**src/rtl/dmem_access_ctrl_pkg.sv**
```systemverilog
// Shared definitions for the MEM-stage data-memory access controller:
// load/store opcodes, FSM state encoding and the misalignment predicate.
package dmem_access_ctrl_pkg;

    localparam logic [5:0] OP_LB  = 6'b100000;
    localparam logic [5:0] OP_LH  = 6'b100001;
    localparam logic [5:0] OP_LW  = 6'b100011;
    localparam logic [5:0] OP_LBU = 6'b100100;
    localparam logic [5:0] OP_LHU = 6'b100101;
    localparam logic [5:0] OP_SB  = 6'b101000;
    localparam logic [5:0] OP_SH  = 6'b101001;
    localparam logic [5:0] OP_SW  = 6'b101011;

    typedef enum logic [1:0] {
        ST_IDLE = 2'd0,
        ST_BUSY = 2'd1,
        ST_RESP = 2'd2
    } state_t;

    function automatic logic is_load(input logic [5:0] op);
        return op inside {OP_LB, OP_LH, OP_LW, OP_LBU, OP_LHU};
    endfunction

    function automatic logic is_store(input logic [5:0] op);
        return op inside {OP_SB, OP_SH, OP_SW};
    endfunction

    // Words need both low address bits clear, halfwords only bit 0.
    function automatic logic misaligned(input logic [5:0] op, input logic [1:0] off);
        logic mis;
        case (op)
            OP_LW, OP_SW:          mis = (off != 2'b00);
            OP_LH, OP_LHU, OP_SH:  mis = off[0];
            default:               mis = 1'b0;
        endcase
        return mis;
    endfunction

endpackage

```
**src/rtl/dmem_access_ctrl_load_ext.sv**
```systemverilog
// Load data extraction: selects the addressed byte/halfword from a little-endian
// word and sign- or zero-extends it. Purely combinational.
module dmem_access_ctrl_load_ext
    import dmem_access_ctrl_pkg::*;
(
    input  logic [5:0]  op,
    input  logic [1:0]  byte_off,
    input  logic [31:0] word,
    output logic [31:0] result
);

    logic [7:0]  byte_sel;
    logic [15:0] half_sel;

    // NOTE: every signal written in always_comb gets a value on every path, so no latch is inferred.
    always_comb begin
        byte_sel = word[{byte_off, 3'b000} +: 8];
        half_sel = byte_off[1] ? word[31:16] : word[15:0];
        case (op)
            OP_LB:   result = {{24{byte_sel[7]}}, byte_sel};
            OP_LBU:  result = {24'h0, byte_sel};
            OP_LH:   result = {{16{half_sel[15]}}, half_sel};
            OP_LHU:  result = {16'h0, half_sel};
            default: result = word;
        endcase
    end

endmodule

```
**src/rtl/dmem_access_ctrl.sv**
```systemverilog
// MEM-stage data-memory access controller: req/ack handshake with a
// variable-latency memory, pipeline stall, load extension, misalign and timeout flags.
module dmem_access_ctrl
    import dmem_access_ctrl_pkg::*;
#(
    parameter int TIMEOUT = 16,
    parameter int CNT_W   = 5
)
(
    input  logic        clk,
    input  logic        rst,
    input  logic        req_valid,
    input  logic [5:0]  OP,
    input  logic [31:0] addr,
    input  logic [31:0] wdata,
    input  logic [3:0]  be,
    output logic        stall,
    output logic [31:0] rdata,
    output logic        rdata_valid,
    output logic        addr_err,
    output logic        bus_err,
    output logic        mem_req,
    output logic        mem_we,
    output logic [31:0] mem_addr,
    output logic [31:0] mem_wdata,
    output logic [3:0]  mem_be,
    input  logic        mem_ack,
    input  logic [31:0] mem_rdata
);

    state_t           state;
    logic [CNT_W-1:0] cnt;
    logic [5:0]       lat_op;
    logic [31:0]      lat_addr;
    logic [31:0]      lat_wdata;
    logic [3:0]       lat_be;

    logic        handled;
    logic        misalign;
    logic        accept;
    logic        timeout;
    logic [31:0] ext_data;

    assign handled  = is_load(OP) || is_store(OP);
    assign misalign = misaligned(OP, addr[1:0]);
    assign accept   = req_valid && handled && !misalign;
    assign timeout  = (cnt == CNT_W'(TIMEOUT - 1));

    // Stall must freeze the pipeline in the acceptance cycle itself, and fall with reset.
    assign stall = !rst && ((state == ST_BUSY) || (state == ST_IDLE && accept));

    always_comb begin
        mem_we    = is_store(lat_op);
        mem_addr  = {lat_addr[31:2], 2'b00};
        mem_be    = is_store(lat_op) ? lat_be : 4'b1111;
        case (lat_op)
            OP_SB:   mem_wdata = {4{lat_wdata[7:0]}};
            OP_SH:   mem_wdata = {2{lat_wdata[15:0]}};
            default: mem_wdata = lat_wdata;
        endcase
    end

    dmem_access_ctrl_load_ext u_load_ext (
        .op       (lat_op),
        .byte_off (lat_addr[1:0]),
        .word     (mem_rdata),
        .result   (ext_data)
    );

    // NOTE: sequential state uses non-blocking assignments so every flop samples pre-edge values.
    always_ff @(posedge clk or posedge rst) begin
        if (rst) begin
            state       <= ST_IDLE;
            cnt         <= '0;
            lat_op      <= '0;
            lat_addr    <= '0;
            lat_wdata   <= '0;
            lat_be      <= '0;
            mem_req     <= 1'b0;
            rdata       <= '0;
            rdata_valid <= 1'b0;
            addr_err    <= 1'b0;
            bus_err     <= 1'b0;
        end else begin
            rdata_valid <= 1'b0;
            addr_err    <= 1'b0;
            bus_err     <= 1'b0;
            case (state)
                ST_IDLE: begin
                    if (accept) begin
                        lat_op    <= OP;
                        lat_addr  <= addr;
                        lat_wdata <= wdata;
                        lat_be    <= be;
                        mem_req   <= 1'b1;
                        cnt       <= '0;
                        state     <= ST_BUSY;
                    end else if (req_valid && handled && misalign) begin
                        addr_err  <= 1'b1;
                    end
                end
                ST_BUSY: begin
                    cnt <= cnt + 1'b1;
                    // An ack on the final allowed cycle still completes normally.
                    if (mem_ack) begin
                        mem_req <= 1'b0;
                        state   <= ST_RESP;
                        if (is_load(lat_op)) begin
                            rdata       <= ext_data;
                            rdata_valid <= 1'b1;
                        end
                    end else if (timeout) begin
                        mem_req <= 1'b0;
                        bus_err <= 1'b1;
                        rdata   <= '0;
                        state   <= ST_RESP;
                    end
                end
                ST_RESP: begin
                    cnt   <= '0;
                    state <= ST_IDLE;
                end
                default: state <= ST_IDLE;
            endcase
        end
    end

endmodule

```
**config.mk**
```make
export PLATFORM = sky130hd
export DESIGN_NAME = dmem_access_ctrl
export DESIGN_NICKNAME = d
export VERILOG_FILES = /design/src/rtl/dmem_access_ctrl_pkg.sv /design/src/rtl/dmem_access_ctrl_load_ext.sv /design/src/rtl/dmem_access_ctrl.sv
export SDC_FILE = /design/constraint.sdc
export NUM_CORES = 1
export LEC_CHECK = 0
export CAP_MARGIN = 40
export CORE_AREA = 2 2 172 107
export CTS_BUF_LIST = sky130_fd_sc_hd__clkbuf_4 sky130_fd_sc_hd__clkbuf_8 sky130_fd_sc_hd__clkbuf_16
export DETAILED_ROUTE_END_ITERATION = 10
export DIE_AREA = 0 0 174 109
export MAX_ROUTING_LAYER = met4
export PLACE_DENSITY = 0.68
export SYNTH_ARGS = -nofsm -noshare
export SYNTH_HDL_FRONTEND = slang
export SYNTH_SLANG_ARGS = --single-unit
```
**constraint.sdc**
```tcl
create_clock -name clk -period 5 [get_ports clk]
set_clock_uncertainty 0.15 [all_clocks]
set_input_delay 1 -clock clk [delete_from_list [all_inputs] [get_ports clk]]
set_output_delay 1 -clock clk [all_outputs]
set_load 0.02 [all_outputs]
```
==> summary.txt <==
Avg Inst Size Synth -> 11.6 um^2
total track usage -> 19.2%
Synth async-reset ratio -> 100%
combinational share of power -> 39.5%
Reg area -> 2930 um^2
Die Ht -> 109 um
outcome -> finished, final reports clean
internal power component -> 0.00291 W
vias in the first global route -> 4961
leakage -> 3.55 nW
# rows -> 38
Rel. slew slack -> 46.5%
Fillers -> 1583
routed wire length -> 17200 um
Slew Viols, Final -> 0
Worst Setup SP -> OP[2]
Period minus WS final -> 4.26 ns
synthesized flop and latch total -> 117
nature of the critical path startpoint -> input port
setup TNS -> 0 ns
Gate Count Post-Synth -> 513
detailed-router iteration count before antenna repair -> 4
Worst Path Arrival -> 3.11 ns
reg2reg end -> rdata[17]
Die Footprint -> 19000 um^2
Finish-stage setup viols -> 0
DRT iter0 DRCs -> 343
worst path required time -> 3.85 ns
PD cells -> 513 nW/um^2
RSZ-0062 raised after global routing -> false
Max clock buf depth -> 2
Worst Reg2Reg Path Length in Cells -> 7
Remaining Overflow, GRT -> 0
part of the power in registers -> 33.3%
ys flop type -> dfrtp_1
area delta synth->final -> 44.4%
Inserted Clock Buffers -> 17
Hold Worst Slack -> 0.344 ns
Initial Util -> 34.1%
wire per inst -> 18.5 um
Max Clk Rate -> 235 MHz
final worst slack -> 0.736 ns
Switching Share -> 34.0%
share of cells above drive strength 1 -> 17.3%
PortBufs -> 213
Final ANT Viol Nets -> 0
reg2reg start -> cnt[0]
net switching power -> 0.00150 W
VDD IR max -> 0.000250 V
multi-input combinational cell area -> 2500 um^2
setup repair bufs after CTS -> 0
drc violations -> 0
CTS tree -> built
Core ar. -> 17500 um^2
pre-CTS setup slack -> 0.745 ns
hold buffers post-CTS -> 0
Yosys cell types -> 50
crit end category -> primary output
die width -> 174 um
final worst path period share -> 85.3%
Via density -> 4.99
Worst Path Max Fanout -> 5
post_cts resized -> 0
Seq/Total Area, Yosys -> 49.1%
max-cap violations -> 0
Final Wtd Congestion -> 0.836
largest net degree at the start of global routing -> 65
CTS sink cnt -> 117
Final Util -> 49.2%
clk root buf -> clkbuf_16
worst min-delay path class -> flip-flop to flip-flop
final hold violations -> 0
Post-synth EDFFs -> 0
first-pass GRT wire length -> 27100 um
initial antenna violation count -> 1
Setup Crit Path Kind -> input port to primary output
Final HPWL DP -> 12300 um
synth warn -> 0
Post-Syn Area -> 5960 um^2
clock power share -> 27.2%
Via Count -> 4640
setup slack, reg-to-reg -> 2.37 ns
crit path to -> stall
H-tree depth -> 4
Final Net Count -> 790
num ports -> 216
worst skew pair latency -> 0.40 ns
Worst-Margin Slew -> 0.803 ns
Worst-path clk slew -> 0.05 ns
-- how the worst min path moves through the flow --
stage                     to  cells past startpoint     startpoint  slack (ns)
6_report       lat_wdata[16]                      1  lat_wdata[16]        0.34
5_1_grt            rdata[21]                      1      rdata[21]        0.36
4_1_cts            rdata[23]                      1      rdata[23]        0.35
3_5_place_dp       rdata[23]                      1      rdata[23]        0.33
3_3_place_gp       lat_be[1]                      1      lat_be[1]        0.32
2_1_floorplan      lat_be[0]                      1      lat_be[0]        0.31
-- cells by family after synthesis --
kind of cell               count (synthesis)  synth area share (%)
buffers and inverters                     90                  9.32
xor gates and xnor gates                   3                 0.441
DFF                                      117                  49.1
adders and majority gates                  2                 0.420
muxes                                    100                  18.8
AOI/OAI and AO/OA                        103                  12.6
other                                      1                0.0629
and+or+nand+nor                           97                  9.13
-- area by class of cell --
type	count	share of cell area, %
diodes	1	0.0291
clock inverters	8	1.18
flip-flops and latches	117	34.0
inverters	12	0.553
well taps	240	3.49
repair buffers	223	26.0
clock buffers	22	5.60
multi-input cells	307	29.1
-- registers in the layout, summed over array words and instances, names as in the netlist, 2 cells and up --
register   cells
cnt            5
lat_addr      32
lat_be         4
lat_op         6
lat_wdata     32
rdata         32
state          2
-- cell usage in the layout (no fill, tap or decap), types with 2 or more instances in the layout --
| master | count |
|---|---|
| conb_1 | 2 |
| dfrtp_1 | 117 |
| nor2_1 | 14 |
| xnor2_1 | 3 |
| clkbuf_8 | 3 |
| clkbuf_4 | 2 |
| a21oi_1 | 8 |
| nor2b_1 | 10 |
| or2_2 | 4 |
| or4b_1 | 2 |
| clkbuf_16 | 17 |
| nand2_1 | 29 |
| o21a_1 | 2 |
| mux2_2 | 64 |
| nor3_1 | 2 |
| inv_1 | 11 |
| o2bb2ai_1 | 23 |
| ha_1 | 2 |
| and3_1 | 8 |
| a221o_1 | 6 |
| nand2b_1 | 6 |
| clkdlybuf4s50_1 | 213 |
| clkinv_2 | 2 |
| o21ai_1 | 2 |
| mux2_4 | 2 |
| a211o_1 | 2 |
| mux2_1 | 25 |
| o21ai_0 | 21 |
| nor3b_1 | 2 |
| o211ai_1 | 31 |
| buf_4 | 8 |
| mux2i_1 | 9 |
| clkinvlp_4 | 3 |
| nand3b_1 | 9 |
| bufinv_16 | 2 |
-- power by group through the flow --
stage	Clock [W]	Sequential, W	Combinational [W]
detailed placement	0	0.00148	0.00175
finish	0.00120	0.00147	0.00174
global placement	0	0.00146	0.00172
floorplan	0	0.00151	0.000973
CTS	0.00122	0.00147	0.00176
global route	0.00127	0.00151	0.00186
-- worst max-delay path, stage by stage --
cell	delay (ns)
clkdlybuf4s50_1	0.49
nand2b_1	0.20
a221oi_2	0.32
o211ai_1	0.26
a21oi_1	0.20
clkdlybuf4s50_1	0.64
-- stage by stage --
| stage | cell area (um^2) | std cells | total power, W |
|---|---|---|---|
| after floorplan | 5960 | 514 | 0.00249 |
| after global placement | 7980 | 897 | 0.00319 |
| after detailed placement | 8020 | 899 | 0.00323 |
| after CTS | 8600 | 929 | 0.00445 |
| after global routing | 8600 | 930 | 0.00464 |
| final | 8600 | 930 | 0.00441 |
-- cell usage after synthesis (6+ instances only) --
| cell | count | area share (%) |
|---|---|---|
| a221o_1 | 6 | 1.0 |
| buf_2 | 17 | 1.4 |
| inv_1 | 12 | 0.76 |
| nand3b_1 | 9 | 1.1 |
| mux2_2 | 64 | 12 |
| o211ai_1 | 31 | 3.9 |
| nor2b_1 | 10 | 1.0 |
| nand2b_1 | 6 | 0.63 |
| o2bb2ai_1 | 23 | 3.4 |
| nand2_1 | 29 | 1.8 |
| buf_4 | 40 | 5.0 |
| a21oi_1 | 8 | 0.67 |
| nor2_1 | 15 | 0.94 |
| o21ai_0 | 21 | 1.8 |
| mux2i_1 | 9 | 1.5 |
| dfrtp_1 | 117 | 49 |
| clkbuf_1 | 14 | 0.88 |
| mux2_1 | 25 | 4.7 |
| buf_6 | 6 | 1.1 |
| and3_1 | 8 | 0.84 |
-- routing by layer --
layer  vias up  global-route usage [%]  wire, um
li1       2137                       -         -
met5         -                       -         0
met1      2282                    25.4      8090
met3        16                    7.98      1680
met2       205                    26.9      7200
met4         0                    5.28       201
No activity file was read; power rests on OpenSTA's default activity.
